**src/rtl/beta_multicycle_if.sv**
```systemverilog
// Memory port of the multicycle Beta core: one word transfer in flight at a time,
// completing on an edge where mem_req and mem_ready are both high.
interface beta_multicycle_if #(
    parameter int XLEN   = 32,
    parameter int ADDR_W = 16
);
    logic              mem_req;
    logic              mem_we;
    logic [ADDR_W-1:0] mem_addr;
    logic [XLEN-1:0]   mem_wdata;
    logic              mem_ready;
    logic [XLEN-1:0]   mem_rdata;

    modport master (
        output mem_req, mem_we, mem_addr, mem_wdata,
        input  mem_ready, mem_rdata
    );

    modport slave (
        input  mem_req, mem_we, mem_addr, mem_wdata,
        output mem_ready, mem_rdata
    );
endinterface

```
**src/rtl/beta_multicycle.sv**
```systemverilog
// Multicycle Beta CPU: FETCH/DECODE/EXEC/MEM/WB/HALT over a single shared memory port.
// Bus outputs are registered and loaded on the transition into FETCH or MEM.
module beta_multicycle #(
    parameter int                XLEN     = 32,
    parameter int                ADDR_W   = 16,
    parameter logic [ADDR_W-1:0] RESET_PC = '0
) (
    input  logic               clk,
    input  logic               rst_n,
    beta_multicycle_if.master  mem,
    output logic               halted,
    output logic [ADDR_W-1:0]  pc_out
);
    localparam logic [ADDR_W-1:0] WORD_MASK = ~ADDR_W'(3);
    localparam logic [ADDR_W-1:0] PC_STEP   = ADDR_W'(4);

    localparam logic [5:0] OP_LD  = 6'h18;
    localparam logic [5:0] OP_ST  = 6'h19;
    localparam logic [5:0] OP_JMP = 6'h1B;
    localparam logic [5:0] OP_BEQ = 6'h1C;
    localparam logic [5:0] OP_BNE = 6'h1D;

    typedef enum logic [2:0] {FETCH, DECODE, EXEC, MEM, WB, HALT} state_t;

    state_t            state;
    logic [31:0]       ir;
    logic [ADDR_W-1:0] pc;
    logic [XLEN-1:0]   a, b, y;
    logic [XLEN-1:0]   rf [32];

    logic              req_q, we_q;
    logic [ADDR_W-1:0] addr_q;
    logic [XLEN-1:0]   wdata_q;

    logic [5:0]        op;
    logic [4:0]        rc, ra, rb, rbsel;
    logic [XLEN-1:0]   lit_x, ra_val, rb_val, alu_b, alu_y, ea;
    logic [ADDR_W-1:0] lit_a, br_off, ea_addr, jmp_t, br_t;
    logic              is_alu, is_ld, is_st, is_jmp, is_beq, is_bne, legal, taken;
    logic              rf_we;
    logic [XLEN-1:0]   rf_wd;

    assign op     = ir[31:26];
    assign rc     = ir[25:21];
    assign ra     = ir[20:16];
    assign rb     = ir[15:11];
    assign lit_x  = XLEN'($signed(ir[15:0]));
    assign lit_a  = ADDR_W'($signed(ir[15:0]));
    assign br_off = lit_a << 2;

    // ALU ops live at 0x2x (register) and 0x3x (literal); bit 4 picks the operand.
    always_comb begin
        is_alu = 1'b0;
        if (op[5]) begin
            case (op[3:0])
                4'h0, 4'h1, 4'h4, 4'h5, 4'h8, 4'h9, 4'hA: is_alu = 1'b1;
                default:                                  is_alu = 1'b0;
            endcase
        end
    end

    assign is_ld  = (op == OP_LD);
    assign is_st  = (op == OP_ST);
    assign is_jmp = (op == OP_JMP);
    assign is_beq = (op == OP_BEQ);
    assign is_bne = (op == OP_BNE);
    assign legal  = is_alu | is_ld | is_st | is_jmp | is_beq | is_bne;

    // ST carries its data register in the rc field.
    assign rbsel  = is_st ? rc : rb;
    assign ra_val = (ra == 5'd31) ? '0 : rf[ra];
    assign rb_val = (rbsel == 5'd31) ? '0 : rf[rbsel];

    assign alu_b = op[4] ? lit_x : b;

    always_comb begin
        alu_y = '0;
        case (op[3:0])
            4'h0:    alu_y = a + alu_b;
            4'h1:    alu_y = a - alu_b;
            4'h4:    alu_y = XLEN'(a == alu_b);
            4'h5:    alu_y = XLEN'($signed(a) < $signed(alu_b));
            4'h8:    alu_y = a & alu_b;
            4'h9:    alu_y = a | alu_b;
            4'hA:    alu_y = a ^ alu_b;
            default: alu_y = '0;
        endcase
    end

    assign ea      = a + lit_x;
    assign ea_addr = ADDR_W'(ea) & WORD_MASK;
    assign jmp_t   = ADDR_W'(a) & WORD_MASK;
    assign taken   = is_beq ? (a == '0) : (a != '0);
    assign br_t    = taken ? pc + br_off : pc;

    // Single write port: link register in EXEC for control flow, result in WB.
    always_comb begin
        rf_we = 1'b0;
        rf_wd = '0;
        if (rst_n && rc != 5'd31) begin
            if (state == WB) begin
                rf_we = 1'b1;
                rf_wd = y;
            end else if (state == EXEC && (is_jmp || is_beq || is_bne)) begin
                rf_we = 1'b1;
                rf_wd = XLEN'(pc);
            end
        end
    end

    always_ff @(posedge clk) begin
        if (rf_we) rf[rc] <= rf_wd;
    end

    always_ff @(posedge clk) begin
        if (!rst_n) begin
            state   <= FETCH;
            pc      <= RESET_PC;
            ir      <= '0;
            halted  <= 1'b0;
            req_q   <= 1'b0;
            we_q    <= 1'b0;
            addr_q  <= RESET_PC;
            wdata_q <= '0;
        end else begin
            case (state)
                FETCH: begin
                    // Coming out of reset the request is not yet raised; raise it first.
                    if (!req_q) begin
                        req_q  <= 1'b1;
                        we_q   <= 1'b0;
                        addr_q <= pc;
                    end else if (mem.mem_ready) begin
                        ir    <= 32'(mem.mem_rdata);
                        pc    <= pc + PC_STEP;
                        req_q <= 1'b0;
                        state <= DECODE;
                    end
                end
                DECODE: begin
                    a <= ra_val;
                    b <= rb_val;
                    if (legal) begin
                        state <= EXEC;
                    end else begin
                        state  <= HALT;
                        halted <= 1'b1;
                    end
                end
                EXEC: begin
                    if (is_alu) begin
                        y     <= alu_y;
                        state <= WB;
                    end else if (is_ld || is_st) begin
                        y       <= ea;
                        req_q   <= 1'b1;
                        we_q    <= is_st;
                        addr_q  <= ea_addr;
                        wdata_q <= b;
                        state   <= MEM;
                    end else if (is_jmp) begin
                        pc     <= jmp_t;
                        req_q  <= 1'b1;
                        we_q   <= 1'b0;
                        addr_q <= jmp_t;
                        state  <= FETCH;
                    end else if (is_beq || is_bne) begin
                        pc     <= br_t;
                        req_q  <= 1'b1;
                        we_q   <= 1'b0;
                        addr_q <= br_t;
                        state  <= FETCH;
                    end else begin
                        state  <= HALT;
                        halted <= 1'b1;
                    end
                end
                MEM: begin
                    if (mem.mem_ready) begin
                        we_q <= 1'b0;
                        if (is_st) begin
                            req_q  <= 1'b1;
                            addr_q <= pc;
                            state  <= FETCH;
                        end else begin
                            req_q <= 1'b0;
                            y     <= mem.mem_rdata;
                            state <= WB;
                        end
                    end
                end
                WB: begin
                    req_q  <= 1'b1;
                    we_q   <= 1'b0;
                    addr_q <= pc;
                    state  <= FETCH;
                end
                HALT: begin
                    req_q  <= 1'b0;
                    halted <= 1'b1;
                end
                default: begin
                    state  <= HALT;
                    halted <= 1'b1;
                end
            endcase
        end
    end

    assign mem.mem_req   = req_q;
    assign mem.mem_we    = we_q;
    assign mem.mem_addr  = addr_q;
    assign mem.mem_wdata = wdata_q;
    assign pc_out        = pc;
endmodule

```
**src/flat_wrapper.sv**
```systemverilog
// flat-port wrapper written by rule: the top's interface ports become plain ports
module beta_multicycle_flat 
#(
    parameter int                XLEN     = 32,
    parameter int                ADDR_W   = 16,
    parameter logic [ADDR_W-1:0] RESET_PC = '0
)
  (clk, rst_n, halted, pc_out, mem_mem_req, mem_mem_we, mem_mem_addr, mem_mem_wdata, mem_mem_ready, mem_mem_rdata);
  beta_multicycle_if #(.XLEN(XLEN), .ADDR_W(ADDR_W)) mem_i ();
  input  logic clk;
  input  logic rst_n;
  output logic halted;
  output logic [ADDR_W-1:0] pc_out;
  output wire logic [$bits(mem_i.mem_req)-1:0] mem_mem_req;
  output wire logic [$bits(mem_i.mem_we)-1:0] mem_mem_we;
  output wire logic [$bits(mem_i.mem_addr)-1:0] mem_mem_addr;
  output wire logic [$bits(mem_i.mem_wdata)-1:0] mem_mem_wdata;
  input wire logic [$bits(mem_i.mem_ready)-1:0] mem_mem_ready;
  input wire logic [$bits(mem_i.mem_rdata)-1:0] mem_mem_rdata;
  assign mem_mem_req = mem_i.mem_req;
  assign mem_mem_we = mem_i.mem_we;
  assign mem_mem_addr = mem_i.mem_addr;
  assign mem_mem_wdata = mem_i.mem_wdata;
  assign mem_i.mem_ready = mem_mem_ready;
  assign mem_i.mem_rdata = mem_mem_rdata;
  beta_multicycle #(.XLEN(XLEN), .ADDR_W(ADDR_W), .RESET_PC(RESET_PC)) u_core (.clk(clk), .rst_n(rst_n), .mem(mem_i), .halted(halted), .pc_out(pc_out));
endmodule
```
**config.mk**
```make
export PLATFORM = sky130hd
export DESIGN_NAME = beta_multicycle_flat
export DESIGN_NICKNAME = d
export VERILOG_FILES = /design/src/rtl/beta_multicycle_if.sv /design/src/rtl/beta_multicycle.sv /design/src/flat_wrapper.sv
export SDC_FILE = /design/constraint.sdc
export NUM_CORES = 2
export LEC_CHECK = 0
export ABC_CLOCK_PERIOD_IN_PS = 15150
export CAP_MARGIN = 10
export CORE_ASPECT_RATIO = 1.4
export CORE_MARGIN = 5
export CORE_UTILIZATION = 55
export DETAILED_ROUTE_END_ITERATION = 16
export GPL_TIMING_DRIVEN = 0
export PLACE_DENSITY_LB_ADDON = 0.12
export REMOVE_ABC_BUFFERS = 1
export SLEW_MARGIN = 20
export SYNTH_ARGS = -nofsm -noshare
export SYNTH_HDL_FRONTEND = slang
export SYNTH_SLANG_ARGS = --single-unit
```
**constraint.sdc**
```tcl
create_clock -name clk -period 15.15 [get_ports clk]
set_input_delay 3.03 -clock clk [delete_from_list [all_inputs] [get_ports clk]]
set_output_delay 3.03 -clock clk [all_outputs]
set_load 0.05 [all_outputs]
```
==> impl_metrics.toml <==
[global_routing]
grt.overflow.total = 0
grt_usage = 0.3529
grt_pass1_vias = 43810
antenna_found_initial = 1
grt_pass1_wl_um = 307600
grt_max_degree = 78

[routing]
vias = 44570
dr_wl_met3_um = 22990
finalWirelength_um = 216200
ant_nets = 0
post_drt_wl_per_cell_um = 34.05
wl_met2_um = 100600
drc = 0
drtIter0Drc = 6139
first_pass_iters = 6
routed.top_layer = "met5"
post_drt_via_cell_ratio = 7.019
wirelength_met1_um = 77200

[final_layout]
layout_common_cells = "edfxtp_1, nand2_1, mux4_2, a21oi_1, nor2_1"
layout-drive-gt1-share = 0.2000
nets = 4946
synthToLayoutAreaGrowth_pct = 16.66
utilization = 0.6433
layout_commonest_cell = "edfxtp_1"
stdcell_count = 6350

[timing]
setup_viol = 0
max_freq_ghz = 0.1665
rsz0062_at_grt = "false"
fin_crit_sh = 0.3964
report.final.hold_viol_count = 0
drv_slew = 0
clock_skew_ns = 0.05065
whs_ns = 0.4526
tightest_slew_ns = 1.136
relSlewSlack = 0.2398
period_minus_slack_ns = 6.006

[clock_tree]
ctsResizeCount = 0
cts.path.max_buffers = 3
post_cts.repair.setup_buffers = 0
cts_sinks = 1222
numCtsBuffers = 115
cts_root_buf = "clkbuf_16"
insertion_delay_ns = 0.76
cts_tree = "built"
cts_hold_buf = 0
clk_pin_slew_worst_paths_ns = 0.06
htree_levels = 3

[floorplanning]
dieArea_mm2 = 0.1217
initial_core_util = 0.5514
core-area_mm2 = 0.1144
fp.dieW_um = 296.2
pin_count = 102
chipHeight_um = 410.7
rows = 147

[power]
leakagePower_nw = 24.64
power_density_mw_per_mm2 = 128.3
ir_drop_mv = 0.1180

[synthesis]
synth.avg_cell_area_um2 = 13.68
synth_top_area_cell = "edfxtp_1"
synth-seq-cells = 1222
ys_types = 77
synth_area_mm2 = 0.06309
postSynthCellCount = 4612
synth_top_area_share = 0.5331
ys_seq_area_frac = 0.5655
synth_flop_cell = "edfxtp_1"
async_flop_share = 0
yosysWarningCount = 0
synth_edf_count = 1120
synth.top_cells.by_area = "edfxtp_1, mux4_2, nand2_1"

[flow_run]
drv_cap = 0

[placement]
dp_hpwl_um = 151200
portBuffers = 101
place_inst = 6131
gp_routability_congestion = 0.9970

[critical_path]
worst-path-max-fanout = 22
worstPathRequired_ns = 15.58
critPathKind = "in2reg"
critPathArrivalTime_ns = 6.43
crit_path_end_kind = "flop"
start_kind = "input port"

[status]
status = "completed"

[hold_path]
hold_path.class = "reg2reg"
-- worst max-delay path, cell delays in order --
cell	delay [ns]
buf_2	0.51
o21ai_0	0.32
a21o_2	0.56
or3b_2	0.85
nor2_4	0.61
buf_12	0.27
buf_12	0.21
-- metrics by stage --
step / TNS (ns) / power, mW / area, um^2 / worst slack, ns
detailed placement: 0 / 6.509 / 69730 / 8.466
finish: 0 / 9.445 / 73590 / 9.144
global route: 0 / 9.774 / 73590 / 9.167
floorplan: -370.59 / 5.902 / 61830 / -11.58
global placement: -1421.00 / 6.966 / 64710 / -25.68
CTS: 0 / 9.430 / 73590 / 9.231
-- layout make-up --
class / count / area, um^2
Clock buffer: 136 / 3037
Tap cell: 1490 / 1864
Timing Repair Buffer: 328 / 5445
Fill cell: 8223 / 40810
Inverter: 109 / 414.1
Multi-Input combinational cell: 2982 / 26310
Antenna cell: 1 / 2.502
Sequential cell: 1222 / 35700
Clock inverter: 82 / 824.5
-- power by group --
group / leakage, nW / internal, mW / switching, mW
clock: 1.89 / 1.65 / 1.31
combinational: 11.6 / 0.976 / 1.51
sequential: 11.1 / 3.83 / 0.171
total: 24.6 / 6.45 / 2.99
-- cells in the mapped netlist (all sizes together) (14+ instances only) --
library cell,instances
a2111oi,28
a211oi,55
a21o,29
a21oi,419
a31oi,24
and2,23
and3,19
buf,119
clkbuf,211
dfxtp,102
edfxtp,1120
ha,149
inv,105
mux2i,210
mux4,460
nand2,576
nand3,35
nand4,15
nor2,272
nor2b,15
nor3,61
nor4,22
o211ai,24
o21ai,142
o21bai,26
o221ai,36
o22ai,49
o31ai,14
or3,14
or4,37
xnor2,46
xor2,16
-- sequential cells by signal (all words and copies together) (netlist names) --
register and cells:
u_core.pc_out 16, u_core.y 32, u_core.halted 1, u_core.mem.mem_req 1
u_core.mem.mem_addr 16, u_core.mem.mem_we 1, u_core.state 3, u_core.mem.mem_wdata 32
u_core.a 32, u_core.b 32, u_core.ir 32, u_core.rf 1024
-- cells by family after synthesis --
kind of cell	share of synthesized area
flops	0.5655
compound gates	0.09177
mux	0.1981
xor+xnor	0.008608
fa+ha+maj	0.03082
other cells	0.00005944
simple gates	0.07697
buf+inv	0.02822
-- final timing paths --
path,cells after the start,slack (ns),from,to
max reg2reg,12,9.73,u_core.ir[30],u_core.y[0]
max,7,9.14,rst_n,u_core.rf[2][19]
min reg2reg,2,0.45,u_core.mem.mem_wdata[2],u_core.mem.mem_wdata[2]
min,2,0.45,u_core.mem.mem_wdata[2],u_core.mem.mem_wdata[2]
-- routing by layer --
layer | GRT usage | vias up
met1 | 0.4623 | 22490
met4 | 0.1989 | 2
met3 | 0.07390 | 714
li1 | - | 18390
met2 | 0.5540 | 2975
met5 | 0 | -
Note: power is estimated with default switching activity, not from simulation.
